[src/rtl/ltl_violation_arbiter_c3.sv]
// Cluster-3 LTL violation arbiter: counts per-property hits, serialises them
// round-robin onto a valid/ready report channel and sequences the monitor's
// run/reset inputs (including the clear/re-arm pulse).
`timescale 1ns/1ps
module ltl_violation_arbiter_c3 #(
    parameter int unsigned NUM_PROPS = 10,
    parameter int unsigned CNT_W     = 8,
    parameter int unsigned ID_W      = 4
) (
    input  logic                 clk,
    input  logic                 reset,
    input  logic                 enable,
    input  logic                 clear_pending,
    input  logic [NUM_PROPS-1:0] viol_in,
    output logic                 monitor_run,
    output logic                 monitor_reset,
    output logic                 rpt_valid,
    input  logic                 rpt_ready,
    output logic [ID_W-1:0]      rpt_id,
    output logic [CNT_W-1:0]     rpt_count,
    output logic                 overflow
);

    localparam logic [CNT_W-1:0] CNT_MAX = '1;
    localparam logic [ID_W-1:0]  LAST_ID = ID_W'(NUM_PROPS - 1);
    localparam int unsigned      SCAN_W  = ID_W + 1;

    typedef enum logic {
        ST_IDLE   = 1'b0,
        ST_REPORT = 1'b1
    } state_t;

    state_t                 state_q;
    state_t                 state_d;
    logic [NUM_PROPS-1:0]   pending_q;
    logic [CNT_W-1:0]       cnt_q [NUM_PROPS];
    logic [ID_W-1:0]        rr_ptr_q;

    logic                   capture_en;
    logic [NUM_PROPS-1:0]   hit;
    logic                   sel_found;
    logic [ID_W-1:0]        sel_idx;
    logic [CNT_W-1:0]       sel_cnt;
    logic                   load;
    logic                   handshake;

    // Hits are only taken while the monitor is running; the clear cycle discards them.
    assign capture_en  = enable & ~monitor_reset & ~clear_pending;
    assign hit         = viol_in & {NUM_PROPS{capture_en}};
    assign monitor_run = enable & ~monitor_reset;

    // Round-robin pick: first pending index at or after rr_ptr, wrapping at NUM_PROPS-1.
    always_comb begin
        logic [SCAN_W-1:0] scan;
        sel_found = 1'b0;
        sel_idx   = '0;
        scan      = '0;
        for (int k = 0; k < int'(NUM_PROPS); k++) begin
            scan = {1'b0, rr_ptr_q} + SCAN_W'(k);
            if (scan >= SCAN_W'(NUM_PROPS)) begin
                scan = scan - SCAN_W'(NUM_PROPS);
            end
            if (!sel_found && pending_q[scan[ID_W-1:0]]) begin
                sel_found = 1'b1;
                sel_idx   = scan[ID_W-1:0];
            end
        end
    end

    // Counter value of the selected property, taken before this edge's update.
    always_comb begin
        sel_cnt = '0;
        for (int i = 0; i < int'(NUM_PROPS); i++) begin
            if (ID_W'(i) == sel_idx) begin
                sel_cnt = cnt_q[i];
            end
        end
    end

    // FSM next state and load/handshake strobes; clear always wins.
    always_comb begin
        state_d   = state_q;
        load      = 1'b0;
        handshake = 1'b0;
        if (clear_pending) begin
            state_d = ST_IDLE;
        end else begin
            case (state_q)
                ST_IDLE: begin
                    if (sel_found) begin
                        load    = 1'b1;
                        state_d = ST_REPORT;
                    end
                end
                ST_REPORT: begin
                    if (rpt_ready) begin
                        handshake = 1'b1;
                        state_d   = ST_IDLE;
                    end
                end
                default: state_d = ST_IDLE;
            endcase
        end
    end

    // FSM state register.
    always_ff @(posedge clk or negedge reset) begin
        if (!reset) begin
            state_q <= ST_IDLE;
        end else begin
            state_q <= state_d;
        end
    end

    // Monitor reset: held through reset, then pulsed for one cycle after each clear.
    always_ff @(posedge clk or negedge reset) begin
        if (!reset) begin
            monitor_reset <= 1'b1;
        end else begin
            monitor_reset <= clear_pending;
        end
    end

    // Per-property saturating hit counters, pending flags and sticky overflow.
    always_ff @(posedge clk or negedge reset) begin
        if (!reset) begin
            for (int i = 0; i < int'(NUM_PROPS); i++) begin
                cnt_q[i] <= '0;
            end
            pending_q <= '0;
            overflow  <= 1'b0;
        end else if (clear_pending) begin
            for (int i = 0; i < int'(NUM_PROPS); i++) begin
                cnt_q[i] <= '0;
            end
            pending_q <= '0;
            overflow  <= 1'b0;
        end else begin
            for (int i = 0; i < int'(NUM_PROPS); i++) begin
                if (load && (sel_idx == ID_W'(i))) begin
                    // Reported property restarts at 0, or 1 if it hit this same cycle.
                    cnt_q[i]     <= hit[i] ? CNT_W'(1) : '0;
                    pending_q[i] <= hit[i];
                end else if (hit[i]) begin
                    pending_q[i] <= 1'b1;
                    if (cnt_q[i] == CNT_MAX) begin
                        overflow <= 1'b1;
                    end else begin
                        cnt_q[i] <= cnt_q[i] + CNT_W'(1);
                    end
                end
            end
        end
    end

    // Report channel registers and round-robin pointer.
    always_ff @(posedge clk or negedge reset) begin
        if (!reset) begin
            rpt_valid <= 1'b0;
            rpt_id    <= '0;
            rpt_count <= '0;
            rr_ptr_q  <= '0;
        end else if (clear_pending) begin
            rpt_valid <= 1'b0;
        end else if (load) begin
            rpt_valid <= 1'b1;
            rpt_id    <= sel_idx;
            rpt_count <= sel_cnt;
        end else if (handshake) begin
            rpt_valid <= 1'b0;
            rr_ptr_q  <= (rpt_id == LAST_ID) ? '0 : rpt_id + ID_W'(1);
        end
    end

endmodule

[config.mk]
export PLATFORM = sky130hd
export DESIGN_NAME = ltl_violation_arbiter_c3
export DESIGN_NICKNAME = d
export VERILOG_FILES = /design/src/rtl/ltl_violation_arbiter_c3.sv
export SDC_FILE = /design/constraint.sdc
export NUM_CORES = 1
export LEC_CHECK = 0
export ABC_CLOCK_PERIOD_IN_PS = 7400
export CORE_ASPECT_RATIO = 1.75
export CORE_MARGIN = 10
export CORE_UTILIZATION = 30
export DETAILED_ROUTE_END_ITERATION = 6
export PLACE_DENSITY = 0.46
export SLEW_MARGIN = 10
export SYNTH_ARGS = -nofsm -noshare
export SYNTH_HDL_FRONTEND = slang
export SYNTH_SLANG_ARGS = --single-unit
[constraint.sdc]
create_clock -name clk -period 7.4 [get_ports clk]
set_input_delay 1.11 -clock clk [delete_from_list [all_inputs] [get_ports clk]]
set_output_delay 1.11 -clock clk [all_outputs]
set_load 0.02 [all_outputs]
==> results of run 1 <==
## sequential cells by signal (all words and copies together) (netlist names)
register / flops
rpt_id: 4
state_q: 1
rpt_count: 8
rpt_valid: 1
overflow: 1
rr_ptr_q: 4
monitor_reset: 1
pending_q: 10
cnt_q: 80
## metal layers
metal | GRT usage (%) | vias to the layer above | part of all wire [%] | wire length (um)
met4 | 11.1 | 0 | 6.2 | 2090
met5 | 0 | - | 0 | 0
met3 | 2.06 | 82 | 2.6 | 890
met2 | 33.4 | 205 | 55 | 18700
li1 | - | 4036 | - | -
met1 | 16.6 | 4262 | 36 | 12100
## worst max-delay path by stage
stage               cells past startpoint      endpoint        start
finish                                 14      overflow  rr_ptr_q[3]
global route                           18      overflow  rr_ptr_q[0]
CTS                                    14      overflow  rr_ptr_q[3]
detailed placement                     14      overflow  rr_ptr_q[3]
global placement                       14      overflow  rr_ptr_q[3]
floorplan                              20  rpt_count[3]  rr_ptr_q[1]
## synth_stat cells, types with 11 or more instances
cell	instances	area, um2
inv_1	31	116
buf_2	19	95.1
a211oi_1	14	105
mux2i_1	54	541
a31oi_1	16	100
nor2b_1	15	93.8
xor2_1	39	342
nand2_1	96	360
a21o_1	13	97.6
a21oi_1	54	270
clkbuf_1	23	86.3
and3_1	25	156
nand4_1	25	156
and2_1	14	87.6
xnor2_1	30	263
o31ai_1	11	82.6
nor2_1	130	488
o21ai_0	37	185
nand2b_1	14	87.6
mux2_2	15	169
dfrtp_1	109	2730
ha_1	32	400
nor3_1	21	105
nand3_1	46	230
## stage by stage
stage	utilization, %	hold slack, ps
5_1_grt	33.8	595
3_5_place_dp	32.8	515
4_1_cts	33.8	529
2_1_floorplan	-	483
3_3_place_gp	32.8	513
6_report	33.8	534
## final cells by class
class	count	area (um2)
clock buffer	10	229
fill	3183	20000
tap	387	484
inverter	34	128
sequential	110	2760
multi-input combinational	900	6080
clock inverter	6	71.3
timing repair buffer	50	448
## kinds of logic (layout without fill, tap and decap cells)
family / count (synthesis) / in the layout
compound gates: 263 / 263
xor+xnor: 70 / 70
fa+ha+maj: 33 / 33
buf+inv: 84 / 100
flops: 110 / 110
mux: 78 / 78
simple gates: 456 / 456
## worst reg2reg max path, cell delays in order (launching register included)
cell and delay [ps]:
dfrtp_1 930, ha_1 880, inv_1 230, and3_1 220, a221oi_2 420, a211oi_1 130, a211o_1 370, or3_1 540
nor3_2 450, and4_1 300, o31ai_2 140, nor2_1 700, a21oi_1 160, nor4_1 550, a41oi_1 180
==> reports/qor.csv, run 1 <==
metric;value;unit
synth_area;9200;um2
die_h;252;um
hold_start;state_q;
finClkSkew;12.5;ps
synthXorXnorAreaFrac;6.75;%
routed-via-count;8585;
crit_path_end_kind;flip-flop;
regToRegStartpoint;rr_ptr_q[3];
syn_avg_cell_area;8.41;um2
synth-simple-area-share;25.0;%
route.detailed.drc;0;
worst-path-buf-inv;1;
r2r-end;overflow;
fin_nets;1153;
fin_crit_sh;85.8;%
finalSetupTns;0;ps
drive_gt1_share;8.02;%
worst_path_largest_cell_delay;930;ps
min_to;state_q;
synthAdderAreaFrac;4.57;%
postLayoutSetupSlackWorst;1050;ps
syn_inst;1094;
antenna_left;0;
r2r_setup_slack;1050;ps
grt_overflow;0;
synth_mux_area_share;9.55;%
cts-root-buf;clkbuf_16;
cts_buffers;9;
ys_types;95;
worst-setup-path-type;reg -> reg;
final_hold_viol_count;0;
dieArea;38300;um2
max_freq;157;MHz
cp_top_family;simple AND/OR/NAND/NOR gates;
worstPathCellList;ha_1, inv_1, and3_1, a221oi_2, a211oi_1, a211o_1, or3_1, nor3_2, and4_1, o31ai_2, nor2_1, a21oi_1, nor4_1, a41oi_1;
synth_top_family_by_area;simple AND/OR/NAND/NOR gates;
routedWlPerCell;22.6;um
final_cell_mix;130 x nor2_1, 108 x dfrtp_1, 96 x nand2_1, 54 x mux2i_1, 54 x a21oi_1;
start_kind;flip-flop;
syn_nets;1142;
yosysSeqAreaShare;29.9;%
cp.required;7640;ps
clkLatencyLatePin;380;ps
cts_setup_buffers;0;
clockBufferDepth;2;
hold_class;reg -> reg;
hold_buffers;0;
dieWidth;152;um
rr_worst_depth;14;
grt_first_pass_wirelength;51800;um
synth-edff-count;0;
final_common_cell;nor2_1;
grt_max_degree;59;
start_util;30.5;%
fin_cells;1497;
hold_depth;1;
synthFlopType;dfrtp_1;
slowest_stage;dfrtp_1;
firstDrtPassIters;6;
clock_sinks;110;
maxSlewViolCount;0;
crit_arrival;6590;ps
ctsResizeCount;0;
row_count;84;
grt_pass1_vias;8582;
placed_area;9900;um2
path_max_fanout;21;
area_growth_syn_to_layout;10.9;%
core;30200;um2
yosysWarnings;0;
clkSlewWorstSetupHoldPaths;80;ps
synth_compound_area_share;20.2;%
antenna_found_initial;0;
place_inst;1481;
pre_cts_slack;1160;ps
tritoncts;done;
avgViaCountPerCell;5.73;
place.gp.congestion;0.931;
min_period;6350;ps
final_area;10200;um2
ios;31;
track_usage;17.2;%
slew_headroom;37.2;%
n_antenna_cell;0;
drt_iter0_drc;504;
rsz0062_at_grt;false;
drt_wl_total;33800;um
worst_slew_pin_slew;942;ps
dp_hpwl;26400;um
async_flop_share;100;%
outcome;finished, final reports clean;
io_buffers;30;
finalSetupViolCount;0;
cap_viol_max_count;0;
cts_max_level;3;
ys_seq_elements;110;
Power of run 1 is left out: the tool's default activity adds up to more than one toggle a clock period on the data nets, which glitch-free logic cannot reach.
==> inputs of run 2 (changes only) <==
- CAP_MARGIN: default -> 20
==> results of run 2 <==
Same layout as run 1: the final DEF is identical, and so are final timing and power.
Power of run 2 is left out for the same reason.
